$ cat config.mk
export PLATFORM = sky130hd
export DESIGN_NAME = cdb_arbiter
export DESIGN_NICKNAME = d
export VERILOG_FILES = /design/src/rtl/cdb_pkg.sv /design/src/rtl/cdb_rr_picker.sv /design/src/rtl/cdb_arbiter.sv
export SDC_FILE = /design/constraint.sdc
export NUM_CORES = 1
export LEC_CHECK = 0
export CORE_MARGIN = 2
export CORE_UTILIZATION = 34
export DETAILED_ROUTE_END_ITERATION = 6
export PLACE_DENSITY = 0.89
export SYNTH_ARGS = -nofsm -noshare
export SYNTH_HDL_FRONTEND = slang
export SYNTH_HIERARCHICAL = 1
export SYNTH_SLANG_ARGS = --single-unit
$ cat constraint.sdc
create_clock -name clk -period 2.3 [get_ports clk]
set_clock_uncertainty 0.05 [all_clocks]
set_input_delay 0.23 -clock clk [delete_from_list [all_inputs] [get_ports clk]]
set_output_delay 0.23 -clock clk [all_outputs]
set_load 0.1 [all_outputs]
$ cat src/rtl/cdb_pkg.sv
// rtl/cdb_pkg.sv - shared constants and types for the common data bus arbiter
//
// Purpose: reservation-station tag constants, requester index and FSM state
//          enums, and the all-ones exception data pattern.
// Ports:   none (package).

package cdb_pkg;

  // Reservation-station tags. Tag 8'h00 means "no producer" and is never granted.
  localparam logic [7:0] TAG_NONE = 8'h00;
  localparam logic [7:0] A0       = 8'h01;
  localparam logic [7:0] A1       = 8'h02;
  localparam logic [7:0] A2       = 8'h03;
  localparam logic [7:0] M0       = 8'h04;
  localparam logic [7:0] M1       = 8'h05;
  localparam logic [7:0] LD0      = 8'h06;
  localparam logic [7:0] LD1      = 8'h07;
  localparam logic [7:0] R0       = 8'h08;
  localparam logic [7:0] R1       = 8'h09;
  localparam logic [7:0] R2       = 8'h0A;
  localparam logic [7:0] R3       = 8'h0B;

  // Result pattern that signals an exception when it is broadcast.
  localparam logic [31:0] EXC_DATA = 32'hFFFF_FFFF;

  typedef enum logic [1:0] {
    REQ_ADD  = 2'd0,
    REQ_MULT = 2'd1,
    REQ_LOAD = 2'd2
  } req_idx_e;

  typedef enum logic [1:0] {
    ST_RUN   = 2'd0,
    ST_EXC   = 2'd1,
    ST_FLUSH = 2'd2
  } state_e;

  // Round-robin successor, wrapping load back to add.
  function automatic req_idx_e next_idx(input req_idx_e idx);
    case (idx)
      REQ_ADD:  next_idx = REQ_MULT;
      REQ_MULT: next_idx = REQ_LOAD;
      default:  next_idx = REQ_ADD;
    endcase
  endfunction

endpackage

$ cat src/rtl/cdb_rr_picker.sv
// rtl/cdb_rr_picker.sv - combinational 3-way round-robin picker
//
// Purpose: choose the first eligible requester starting at ptr, wrapping 2 -> 0.
// Ports:
//   elig [2:0]  in   eligible requesters (bit 0 add, 1 mult, 2 load)
//   ptr  [1:0]  in   index searched first (3 is treated as 0)
//   win  [2:0]  out  one-hot winner, zero when nothing is eligible

module cdb_rr_picker (
  input  logic [2:0] elig,
  input  logic [1:0] ptr,
  output logic [2:0] win
);

  logic [2:0] rot;
  logic [2:0] pick;

  always_comb begin
    // Rotate so that bit 0 is the requester at ptr, pick the lowest set bit,
    // then rotate the one-hot result back into requester order.
    rot  = elig;
    win  = 3'b000;
    case (ptr)
      2'd1:    rot = {elig[0], elig[2], elig[1]};
      2'd2:    rot = {elig[1], elig[0], elig[2]};
      default: rot = elig;
    endcase

    if (rot[0])      pick = 3'b001;
    else if (rot[1]) pick = 3'b010;
    else if (rot[2]) pick = 3'b100;
    else             pick = 3'b000;

    case (ptr)
      2'd1:    win = {pick[1], pick[0], pick[2]};
      2'd2:    win = {pick[0], pick[2], pick[1]};
      default: win = pick;
    endcase
  end

endmodule

$ cat src/rtl/cdb_arbiter.sv
// rtl/cdb_arbiter.sv - round-robin common data bus arbiter with exception/flush FSM
//
// Purpose: grants one of add/mult/load per cycle onto a registered CDB, stops
//          granting after an all-ones result until flushed. Optional grant
//          counters are built when the macro CDB_STATS_EN is defined.
// Ports:
//   clk, rst                    in   clock, synchronous active-high reset
//   add/mult/load_req           in   requester has a result pending
//   add/mult/load_res [BW-1:0]  in   {tag, data} offered by each unit
//   stall, flush                in   completion stall, recovery flush pulse
//   add/mult/load_gnt           out  combinational grant
//   cdb [BW-1:0], cdb_valid     out  registered bus and its valid
//   exc                         out  sticky exception flag
//   add/mult/load_cnt [CNT_W-1:0] out grant counters (CDB_STATS_EN only)

module cdb_arbiter
  import cdb_pkg::*;
#(
  parameter  int TAG_W  = 8,
  parameter  int DATA_W = 32,
  parameter  int CNT_W  = 16,
  localparam int BW     = TAG_W + DATA_W
) (
  input  logic          clk,
  input  logic          rst,
  input  logic          add_req,
  input  logic          mult_req,
  input  logic          load_req,
  input  logic [BW-1:0] add_res,
  input  logic [BW-1:0] mult_res,
  input  logic [BW-1:0] load_res,
  input  logic          stall,
  input  logic          flush,
  output logic          add_gnt,
  output logic          mult_gnt,
  output logic          load_gnt,
  output logic [BW-1:0] cdb,
  output logic          cdb_valid,
  output logic          exc
`ifdef CDB_STATS_EN
  ,
  output logic [CNT_W-1:0] add_cnt,
  output logic [CNT_W-1:0] mult_cnt,
  output logic [CNT_W-1:0] load_cnt
`endif
);

  state_e        state_q, state_d;
  req_idx_e      ptr_q, ptr_d;
  logic [BW-1:0] cdb_q, cdb_d;
  logic          cdb_valid_q, cdb_valid_d;
  logic          exc_q, exc_d;

  logic [2:0]    elig;
  logic [2:0]    win_oh;
  logic [2:0]    gnt;
  logic          grant_en;
  req_idx_e      win_idx;
  logic [BW-1:0] win_res;

  // A zero tag has no consumer, so it only blocks its own requester.
  assign elig[0] = add_req  && (add_res[BW-1 -: TAG_W]  != '0);
  assign elig[1] = mult_req && (mult_res[BW-1 -: TAG_W] != '0);
  assign elig[2] = load_req && (load_res[BW-1 -: TAG_W] != '0);

  cdb_rr_picker u_picker (
    .elig (elig),
    .ptr  (ptr_q),
    .win  (win_oh)
  );

  assign grant_en = (state_q == ST_RUN) && !stall && !flush && !rst;
  assign gnt      = grant_en ? win_oh : 3'b000;

  assign add_gnt  = gnt[0];
  assign mult_gnt = gnt[1];
  assign load_gnt = gnt[2];

  always_comb begin
    win_idx = REQ_ADD;
    if (win_oh[1]) win_idx = REQ_MULT;
    if (win_oh[2]) win_idx = REQ_LOAD;
  end

  always_comb begin
    case (win_idx)
      REQ_MULT: win_res = mult_res;
      REQ_LOAD: win_res = load_res;
      default:  win_res = add_res;
    endcase
  end

  always_comb begin
    state_d     = state_q;
    ptr_d       = ptr_q;
    cdb_d       = cdb_q;
    cdb_valid_d = 1'b0;
    exc_d       = exc_q;

    if (flush) begin
      state_d = ST_FLUSH;
      ptr_d   = REQ_ADD;
      exc_d   = 1'b0;
    end else begin
      case (state_q)
        ST_RUN: begin
          if (|gnt) begin
            cdb_d       = win_res;
            cdb_valid_d = 1'b1;
            ptr_d       = next_idx(win_idx);
            // The exception result is still broadcast; only later grants stop.
            if (win_res[DATA_W-1:0] == {DATA_W{1'b1}}) begin
              state_d = ST_EXC;
              exc_d   = 1'b1;
            end
          end
        end
        ST_EXC:   state_d = ST_EXC;
        ST_FLUSH: state_d = ST_RUN;
        default:  state_d = ST_RUN;
      endcase
    end
  end

  always_ff @(posedge clk) begin
    if (rst) begin
      state_q     <= ST_RUN;
      ptr_q       <= REQ_ADD;
      cdb_q       <= '0;
      cdb_valid_q <= 1'b0;
      exc_q       <= 1'b0;
    end else begin
      state_q     <= state_d;
      ptr_q       <= ptr_d;
      cdb_q       <= cdb_d;
      cdb_valid_q <= cdb_valid_d;
      exc_q       <= exc_d;
    end
  end

  assign cdb       = cdb_q;
  assign cdb_valid = cdb_valid_q;
  assign exc       = exc_q;

`ifdef CDB_STATS_EN
  logic [CNT_W-1:0] add_cnt_q, add_cnt_d;
  logic [CNT_W-1:0] mult_cnt_q, mult_cnt_d;
  logic [CNT_W-1:0] load_cnt_q, load_cnt_d;

  // Saturating per-requester grant counters; flush leaves them alone.
  always_comb begin
    add_cnt_d  = add_cnt_q;
    mult_cnt_d = mult_cnt_q;
    load_cnt_d = load_cnt_q;
    if (gnt[0] && (add_cnt_q  != '1)) add_cnt_d  = add_cnt_q  + 1'b1;
    if (gnt[1] && (mult_cnt_q != '1)) mult_cnt_d = mult_cnt_q + 1'b1;
    if (gnt[2] && (load_cnt_q != '1)) load_cnt_d = load_cnt_q + 1'b1;
  end

  always_ff @(posedge clk) begin
    if (rst) begin
      add_cnt_q  <= '0;
      mult_cnt_q <= '0;
      load_cnt_q <= '0;
    end else begin
      add_cnt_q  <= add_cnt_d;
      mult_cnt_q <= mult_cnt_d;
      load_cnt_q <= load_cnt_d;
    end
  end

  assign add_cnt  = add_cnt_q;
  assign mult_cnt = mult_cnt_q;
  assign load_cnt = load_cnt_q;
`else
  // Counter width only shapes the optional statistics ports; nothing to build.
  if (CNT_W < 1) begin : g_no_stats
  end
`endif

endmodule
**Yosys cells after proc, flatten, opt, wreduce, memory -nomap -nowiden**

Index checks and enable logic that the tools add are counted.

- Output and inout bits: 45
- Flip-flop bits (word level): 46
- Word-level logic and storage cells: 55
- Input port bits: 127

- Eq/ne operators: 10
- Reductions and logical operators: 22
- Bitwise logic cells: 2
- Muxes and demuxes: 15

Operators with widths:

| kind | count |
|---|---|
| $pmux 40 s2 | 1 |
| $eq 32x32->1 const B | 1 |
| $reduce_bool 8->1 | 3 |
| $mux 3 | 4 |
| $pmux 3 s2 | 2 |
| $mux 2 | 4 |
| $pmux 2 s2 | 2 |
| $eq 2x1->1 const B | 3 |
| $logic_and 1x1->1 | 6 |
| $ne 3x2->1 const B | 2 |
| $reduce_and 2->1 | 3 |
| $reduce_and 3->1 | 2 |
| $reduce_or 3->1 | 2 |
| $eq 2x2->1 const B | 2 |
| $logic_not 2->1 | 2 |
| $ne 2x1->1 const B | 2 |
| $logic_not 1->1 | 3 |
| $mux 1 | 2 |
| $not 1->1 | 2 |
| $reduce_or 2->1 | 1 |

**Logic depth before layout (Yosys ltp)**

Gate-level depths: netlist of run 1.

- Depth after elaboration: 16
- Mapped depth: 14
- Depth with buffers taken out: 11

**Cells and area by module**

Netlist of run 1, hierarchy kept.

By module, submodules not included:

| module | cells an instance | seq. area each (um^2) | instances | area an instance (um^2) |
|---|---|---|---|---|
| cdb_arbiter | 318 | 920.9 | 1 | 2671.3 |
| cdb_rr_picker | 21 | 0.0 | 1 | 131.4 |

**Worst setup path after synthesis of run 1**

OpenSTA, ideal clock, no wires.

- Kind: register -> register
- Start point: reg ptr_q[0]
- End point: reg ptr_q[1]
- Setup time: 0.079 ns
- Clock period less this slack: 2.892 ns
- Slack: -0.592 ns
- Stages on the path, launching flop included: 12
- Data required time: 2.171 ns
- Buffers on the path: 3
- Arrival time: 2.763 ns
- Cell sequence: dfxtp_1 > inv_1 > ha_1 > nor2b_1 > a32oi_1 > o21ai_1 > buf_6 > buf_4 > buf_2 > and2_1 > a22oi_1 > nor3_1

- Elaborated cells on any way between the ends: 15
- Those cells by class: 3 x eq/ne; 9 x mux; 3 x reduce/logical

RTL lines:

| what | line | RTL |
|---|---|---|
| start, declared | cdb_arbiter.sv:49 | `req_idx_e ptr_q, ptr_d;` |
| start signal, assigned | cdb_arbiter.sv:134 | `ptr_q <= ptr_d;` |
| $eq 2x2->1 / $eq 2x1->1 (equally long branches) | cdb_rr_picker.sv:23, cdb_rr_picker.sv:34 |  |
| $pmux 3 s2 | cdb_rr_picker.sv:23 | `case (ptr)` |
| $mux 3 | cdb_rr_picker.sv:31 | `else if (rot[2]) pick = 3'b100;` |
| $mux 3 | cdb_rr_picker.sv:30 | `else if (rot[1]) pick = 3'b010;` |
| $mux 3 | cdb_rr_picker.sv:29 | `if (rot[0]) pick = 3'b001;` |
| $pmux 3 s2 * | cdb_rr_picker.sv:34 | `case (ptr)` |
| named net win_oh[1] | cdb_arbiter.sv:55 | `logic [2:0] win_oh;` |
| $mux 3 * | cdb_arbiter.sv:73 | `assign gnt = grant_en ? win_oh : 3'b000;` |
| named net mult_gnt | cdb_arbiter.sv:35 | `output logic mult_gnt,` |
| $reduce_or 3->1 * | cdb_arbiter.sv:107 | `if (\|gnt) begin` |
| $reduce_and 2->1 (no source line) * | n/a |  |

The timed path passes the listed nets; every way through them passes the cells marked *.
A chain may end at the register's enable or synchronous reset.

**Worst setup path in the final report of run 1**

- Start point: in add_res[36]
- End point: reg state_q[0]

- Elaborated cells on any way between the ends: 18
- Those cells by class: 5 x eq/ne; 9 x mux; 4 x reduce/logical

RTL lines:

| what | line | RTL |
|---|---|---|
| start, declared | cdb_arbiter.sv:29 | `input logic [BW-1:0] add_res,` |
| $reduce_bool 8->1 * | cdb_arbiter.sv:62 | `assign elig[0] = add_req && (add_res[BW-1 -: TAG_W] != '0);` |
| $logic_and 1x1->1 * | cdb_arbiter.sv:62 |  |
| named net elig[0] | cdb_arbiter.sv:54 | `logic [2:0] elig;` |
| $pmux 3 s2 * | cdb_rr_picker.sv:23 |  |
| $mux 3 | cdb_rr_picker.sv:31 |  |
| $mux 3 | cdb_rr_picker.sv:30 |  |
| $mux 3 * | cdb_rr_picker.sv:29 |  |
| $pmux 3 s2 * | cdb_rr_picker.sv:34 |  |
| named net win_oh[2] | cdb_arbiter.sv:55 |  |
| $mux 2 | cdb_arbiter.sv:82 | `if (win_oh[2]) win_idx = REQ_LOAD;` |
| $eq 2x2->1 / $eq 2x1->1 (equally long branches) | cdb_arbiter.sv:86 | `case (win_idx)` |
| $pmux 40 s2 | cdb_arbiter.sv:86 |  |
| $eq 32x32->1 | cdb_arbiter.sv:112 | `if (win_res[DATA_W-1:0] == {DATA_W{1'b1}}) begin` |
| $ne 2x1->1 (no source line) | n/a |  |
| $reduce_and 2->1 (no source line) * | n/a |  |
| end signal, assigned | cdb_arbiter.sv:133 | `state_q <= state_d;` |
| end, declared | cdb_arbiter.sv:48 | `state_e state_q, state_d;` |

Marks and branches as above.

==> results.txt, run 1 <==
pin count of the biggest net entering global routing: 44
Max IR drop VDD: 0.314 mV
DRT Pass-1 Iters: 5
RSZ-0062 raised after global routing: yes
setup ws final: -0.575 ns
Async S/R FF share, synth: 0%
P_leak: 0.00266 uW
initial antenna violation count: 0
Ant. Diodes: 0
Starting DRT DRC Count: 264
top-count cell post-synth: nor2_1
CP startpoint kind: input pin
initial core utilization: 34.6%
clk_lat worst skew: 0.30 ns
Hold WC Path Type: flop to flop
cell count after placement: 637
Slew @ Worst Pin: 0.477 ns
YS warnings: 6
synth unique cells: 34
Area growth syn-to-layout: 129%
status: finished with violations
Tmin final: 2.88 ns
Syn Inst Count: 339
clk sinks: 46
Inserted Clock Buffers: 5
H-tree depth: 2
Via Count: 3915
Synth area leader: dfxtp_1
failing checks: negative setup slack
TNS Setup: -19.61 ns
Cell Pwr Density: 382 mW/mm2
final setup violating endpoints: 47
top cells by count, synth: 89 x nor2_1, 49 x a21oi_1, 46 x dfxtp_1, 42 x mux2i_1, 26 x mux2_2
Die X-Extent: 94.8 um
Tcrit/Tclk final: 125%
Synthesized Nets: 468
R2R Setup Slk: -0.56 ns
setup slack at placement: -1.06 ns
DRC viols: 0
vias per cell: 5.64
top post-synthesis cells by area: dfxtp_1 33%, mux2i_1 15%, nor2_1 12%
# rows: 33
Final Hold Vio Count: 0
die area: 0.00899 mm2
#FFs+latches synth: 46
vias in the first global route: 3951
Fmax: 348 MHz
Final Wtd Congestion: 0.937
MaxCap Viol Count: 0
Worst Path Required: 2.51 ns
core box area: 0.00809 mm2
TritonCTS clock tree: done
total gr overflow: 0
Pwr Total: 2450 uW
Max Slew Vio Count: 0
CP arrival: 3.08 ns
first-pass GRT wire length: 20100 um
Final ANT Viol Nets: 0
Synth Flop Type: dfxtp_1
mean routed wirelength per cell: 23.0 um
WS Path Type: input pin to flop
Die Ht: 94.8 um
Min Hold Slack: 0.448 ns
top-level I/O count: 172
critical path capture point type: flop
Seq/Total Area, Yosys: 32.9%
Post-CTS Hold Fix Bufs: 0
clk root buf: clkbuf_8
CP max FO: 8
synthesized area: 0.00280 mm2
number of flops mapped to enable cells by yosys: 0
Mean Syn Cell Area: 8.27 um2
Clock Path Buffers: 2
clk slew on worst S/H paths: 0.11 ns
post-DP HPWL: 8290 um
drt total wl: 16000 um
IO Port Bufs: 171
share of cells above drive strength 1: 51.4%
Total Nets Final: 717
Tot GR Track Use: 29.6%
Synth top area share: 32.9%
Max-Slew Margin vs Limit: 67.3%
Post-Layout Cell Count: 694
## area by class of cell
class	instances	area [um2]
inverter	6	23.8
fill	436	1690
sequential	46	928
tap	105	131
timing repair buffer	266	2710
clock buffer	7	86.3
multi-input combinational	263	2520
clock inverter	1	8.76
## final timing paths
kind                     from         end  cells past startpoint
setup / recovery  add_res[36]  state_q[0]                     15
hold / removal        cdb[37]     cdb[37]                      2
setup reg to reg     ptr_q[0]  state_q[0]                     14
hold reg to reg       cdb[37]     cdb[37]                      2
## repair_timing
item	in CTS	in global routing
setup endpoints to repair	47	47
resized for setup	161	85
pin swaps	51	35
cloned	11	0
buffers inserted	33	18
## logic make-up (layout without fill, tap and decap cells)
group	count (synthesis)	in the layout	synth area share, %
AOI/OAI and AO/OA	66	66	12.8
adders and majority gates	2	2	0.893
buffers and inverters	30	280	6.21
DFF	46	46	32.9
muxes	71	71	26.7
and+or+nand+nor	124	124	20.6
## where the power goes
part | switching (uW) | total, uW | internal, uW | leakage (uW)
registers | 16.7 | 831 | 814 | 0.000374
logic | 530 | 1060 | 530 | 0.00224
clock network | 306 | 556 | 250 | 0.0000489
## registers in the layout, indices dropped and copies added (netlist names)
register,count
cdb,40
state_q,2
cdb_valid,1
exc,1
ptr_q,2
## stage by stage
stage	utilization, %	cell area [um2]
after floorplan	-	2860
final	79.2	6410
after global placement	60.2	4870
after CTS	75.0	6070
after detailed placement	60.2	4870
after global routing	79.2	6410
## layer usage
metal	global-route usage, %	part of all wire [%]
met1	32.6	36
met2	54.0	51
met3	4.87	6.5
met4	15.7	6.8
met5	0	0
## worst max-delay path, stage by stage
cell           delay (ns)
dlygate4sd2_1        0.26
nor4_2               0.35
a21boi_2             0.14
buf_4                0.16
o21a_1               0.18
o21ai_1              0.19
o21ai_2              0.11
clkinv_2             0.09
buf_12               0.14
buf_4                0.17
mux2i_1              0.16
nor4_2               0.32
nand3_2              0.15
nor4_4               0.29
o21a_1               0.14
## layout by cell type, fill, tap and decap left out, types with 2 or more instances in the layout
| master | synthesis | layout |
|---|---|---|
| buf_6 | 3 | 20 |
| buf_16 | 0 | 6 |
| mux2i_1 | 42 | 22 |
| and2_4 | 0 | 2 |
| clkbuf_8 | 0 | 6 |
| nor2_1 | 89 | 57 |
| nor4_2 | 3 | 9 |
| mux2_2 | 26 | 13 |
| o21a_1 | 4 | 4 |
| mux2i_2 | 0 | 9 |
| dfxtp_4 | 0 | 2 |
| mux2_4 | 0 | 14 |
| nor3_1 | 3 | 2 |
| buf_8 | 0 | 3 |
| nor2_2 | 0 | 7 |
| o21ai_4 | 0 | 2 |
| nor4_4 | 0 | 4 |
| ha_4 | 0 | 2 |
| nand2_1 | 5 | 4 |
| o21ai_0 | 5 | 3 |
| dfxtp_1 | 46 | 44 |
| nor2b_4 | 0 | 2 |
| a21oi_1 | 49 | 11 |
| a21oi_2 | 0 | 38 |
| dlygate4sd2_1 | 0 | 20 |
| inv_2 | 0 | 3 |
| inv_1 | 5 | 2 |
| mux2_1 | 3 | 2 |
| a21boi_2 | 0 | 2 |
| nand2b_1 | 2 | 2 |
| buf_12 | 1 | 16 |
| buf_4 | 2 | 95 |
| mux2i_4 | 0 | 11 |
| nor2_4 | 0 | 25 |
| clkdlybuf4s15_1 | 0 | 4 |
| clkdlybuf4s50_1 | 0 | 102 |
No activity file was read; power rests on OpenSTA's default activity.
==> inputs of run 2 (changes only) <==
--- a/config.mk
+++ b/config.mk
@@ -6,9 +6,9 @@
 export NUM_CORES = 1
 export LEC_CHECK = 0
 export CORE_MARGIN = 2
-export CORE_UTILIZATION = 34
+export CORE_UTILIZATION = 38
 export DETAILED_ROUTE_END_ITERATION = 6
-export PLACE_DENSITY = 0.89
+export PLACE_DENSITY = 0.82
 export SYNTH_ARGS = -nofsm -noshare
 export SYNTH_HDL_FRONTEND = slang
 export SYNTH_HIERARCHICAL = 1
==> constraint.sdc (replaced) <==
create_clock -name clk -period 2.8 [get_ports clk]
set_clock_uncertainty 0.05 [all_clocks]
set_input_delay 0.28 -clock clk [delete_from_list [all_inputs] [get_ports clk]]
set_output_delay 0.28 -clock clk [all_outputs]
set_load 0.1 [all_outputs]
==> run 2 against run 1 <==
Compared with the run above: the flow still finishes with violations (negative setup slack); register-to-register slack gained 0.51 ns; combinational power shrank 33%; die area shrank 10%; global-route usage decreased by 2.8 points; sequential power down 18%; worst setup slack gained 0.52 ns; sequential share of layout area increased by 2.4 points; worst hold slack got worse by 0.22 ns; cell count is 6.5% lower; power down 25%; largest power group unchanged; highest routed layer unchanged.
==> results.txt, run 2 (synthesis results as in run 1) <==
critical path capture point type: flop
Final Wtd Congestion: 0.950 (+1.3%)
MaxCap Viol Count: 0 (unchanged)
Net Sw Frac: 32.6% (-2.2 points)
Final ANT Viol Nets: 0 (unchanged)
post-layout util: 75.6% (-3.6 points)
Crit path largest cell delay: 0.34 ns (about the same)
Gate power share: 38.4% (-4.9 points)
total gr overflow: 0 (unchanged)
Pwr Total: 1840 uW (-25%)
DRC viols: 0 (unchanged)
drt total wl: 11800 um (-27%)
# rows: 31 (-6.1%)
post-DP HPWL: 7870 um (-5.1%)
clk sinks: 46 (unchanged)
Clock Power Share: 24.6% (+1.9 points)
fillers: 518 (+19%)
CP arrival: 3.05 ns (-0.03 ns)
most frequent cells in the layout: 101 x clkdlybuf4s50_1, 89 x nor2_1, 81 x buf_4, 47 x a21oi_1, 44 x dfxtp_1
Min Hold Slack: 0.232 ns (-0.216 ns)
Starting DRT DRC Count: 119 (-55%)
CP max FO: 5 (-3)
max FFs per register: 40 (unchanged)
Buf/Inv on CP: 6 (+1)
vias per cell: 5.19 (-8.1%)
Cell Pwr Density: 337 mW/mm2 (-12%)
clk slew on worst S/H paths: 0.09 ns (-0.02 ns)
commonest non-fill, non-tap cell in the layout: clkdlybuf4s50_1
clk root buf: clkbuf_8
Hold WC Path Type: input pin to flop
CP max-delay cell: dfxtp_2
initial core utilization: 38.8% (+4.2 points)
Internal Power: 1240 uW (-22%)
die area: 0.00808 mm2 (-10%)
Tot GR Track Use: 26.8% (-2.8 points)
CP top delay family: buffers and inverters
Max IR drop VDD: 0.234 mV (-25%)
H-tree depth: 2 (unchanged)
WS Path Type: flop to flop
setup slack at placement: -0.715 ns (+0.350 ns)
Crit path top cell by count: buf_4
failing checks: negative setup slack
core box area: 0.00721 mm2 (-11%)
Max-Slew Margin vs Limit: 67.8% (+0.48 points)
clk_lat worst skew: 0.30 ns (about the same)
IO Port Bufs: 171 (unchanged)
Die Ht: 89.9 um (-5.2%)
pin count of the biggest net entering global routing: 44 (unchanged)
top-level I/O count: 172 (unchanged)
Ant. Diodes: 0 (unchanged)
initial antenna violation count: 0 (unchanged)
Post-CTS Hold Fix Bufs: 0 (unchanged)
Slew @ Worst Pin: 0.483 ns (+0.00647 ns)
Via Count: 3366 (-14%)
Worst Path Required: 3.00 ns (+0.49 ns)
Net Switching: 600 uW (-30%)
CP startpoint kind: flop
share of cells above drive strength 1: 34.7% (-17 points)
DRT Pass-1 Iters: 4 (-1)
Tmin final: 2.85 ns
status: finished with violations
Seq pwr share: 37.0% (+3.1 points)
Tcrit/Tclk final: 102%
setup ws final: -0.0522 ns (+0.523 ns)
Area growth syn-to-layout: 94.6%
CP Cell Sequence: buf_4, ha_4, buf_4, o21a_1, o21ai_1, o21ai_4, inv_4, buf_12, buf_12, buf_4, mux2i_2, nor4_2, nand2_1, nor4_4, o21a_1
Clock Path Buffers: 2 (unchanged)
P_leak: 0.00238 uW (-10%)
Die X-Extent: 89.9 um (-5.2%)
vias in the first global route: 3498 (-11%)
Max Slew Vio Count: 0 (unchanged)
TritonCTS clock tree: done
Total Nets Final: 678 (-5.4%)
Final Hold Vio Count: 0 (unchanged)
first-pass GRT wire length: 17400 um (-14%)
RSZ-0062 raised after global routing: yes
Inserted Clock Buffers: 5 (unchanged)
Fmax: 351 MHz
final setup violating endpoints: 2 (-96%)
mean routed wirelength per cell: 18.1 um (-21%)
run 2: worst min-delay path: stages:
cell	delay, ns
buf_2	0.09
nor2_1	0.07
o21a_1	0.11
run 2: routing by layer:
layer / up-vias / routed length, um / track usage [%]
met5: - / 0 / 0
met4: 0 / 358 / 10.8
met3: 26 / 655 / 6.04
met2: 129 / 6160 / 49.8
met1: 1613 / 4580 / 29.5
li1: 1598 / - / -
run 2: area by class of cell:
class                      count  area [um2]  share of cell area, %
timing repair buffer         227        2240                   41.1
multi-input combinational    263        2040                   37.5
sequential                    46         923                   16.9
tap                           99         124                   2.27
clock buffer                   6        82.6                   1.51
inverter                       6        25.0                  0.459
clock inverter                 2        16.3                  0.298
run 2: what timing repair did:
item	4_1_cts	5_1_grt
gates resized for setup	61	53
buffers inserted	11	5
pin swaps	23	20
gates cloned	4	0
setup endpoints to repair	44	28
run 2: worst paths after layout:
path	start	to	slack [ns]	cells past startpoint
worst max-delay path	ptr_q[0]	state_q[0]	-0.05	15
worst min register to register	cdb[30]	cdb[30]	0.45	2
worst min-delay path	rst	exc	0.23	3
worst max register to register	ptr_q[0]	state_q[0]	-0.05	15
run 2: metrics by stage:
step / area [um2] / std cells / TNS (ns)
finish: 5450 / 649 / -0.0953
global route: 5450 / 649 / -0.347
CTS: 5230 / 647 / 0
detailed placement: 4770 / 624 / -23.24
global placement: 4770 / 624 / -20.13
floorplan: 2810 / 339 / 0
run 2: power groups by stage:
stage / Combinational (uW) / Sequential (uW) / Clock [uW]
2_1_floorplan: 193 / 803 / 0
3_3_place_gp: 590 / 694 / 0
3_5_place_dp: 600 / 694 / 0
4_1_cts: 652 / 679 / 453
5_1_grt: 741 / 681 / 485
6_report: 706 / 679 / 453
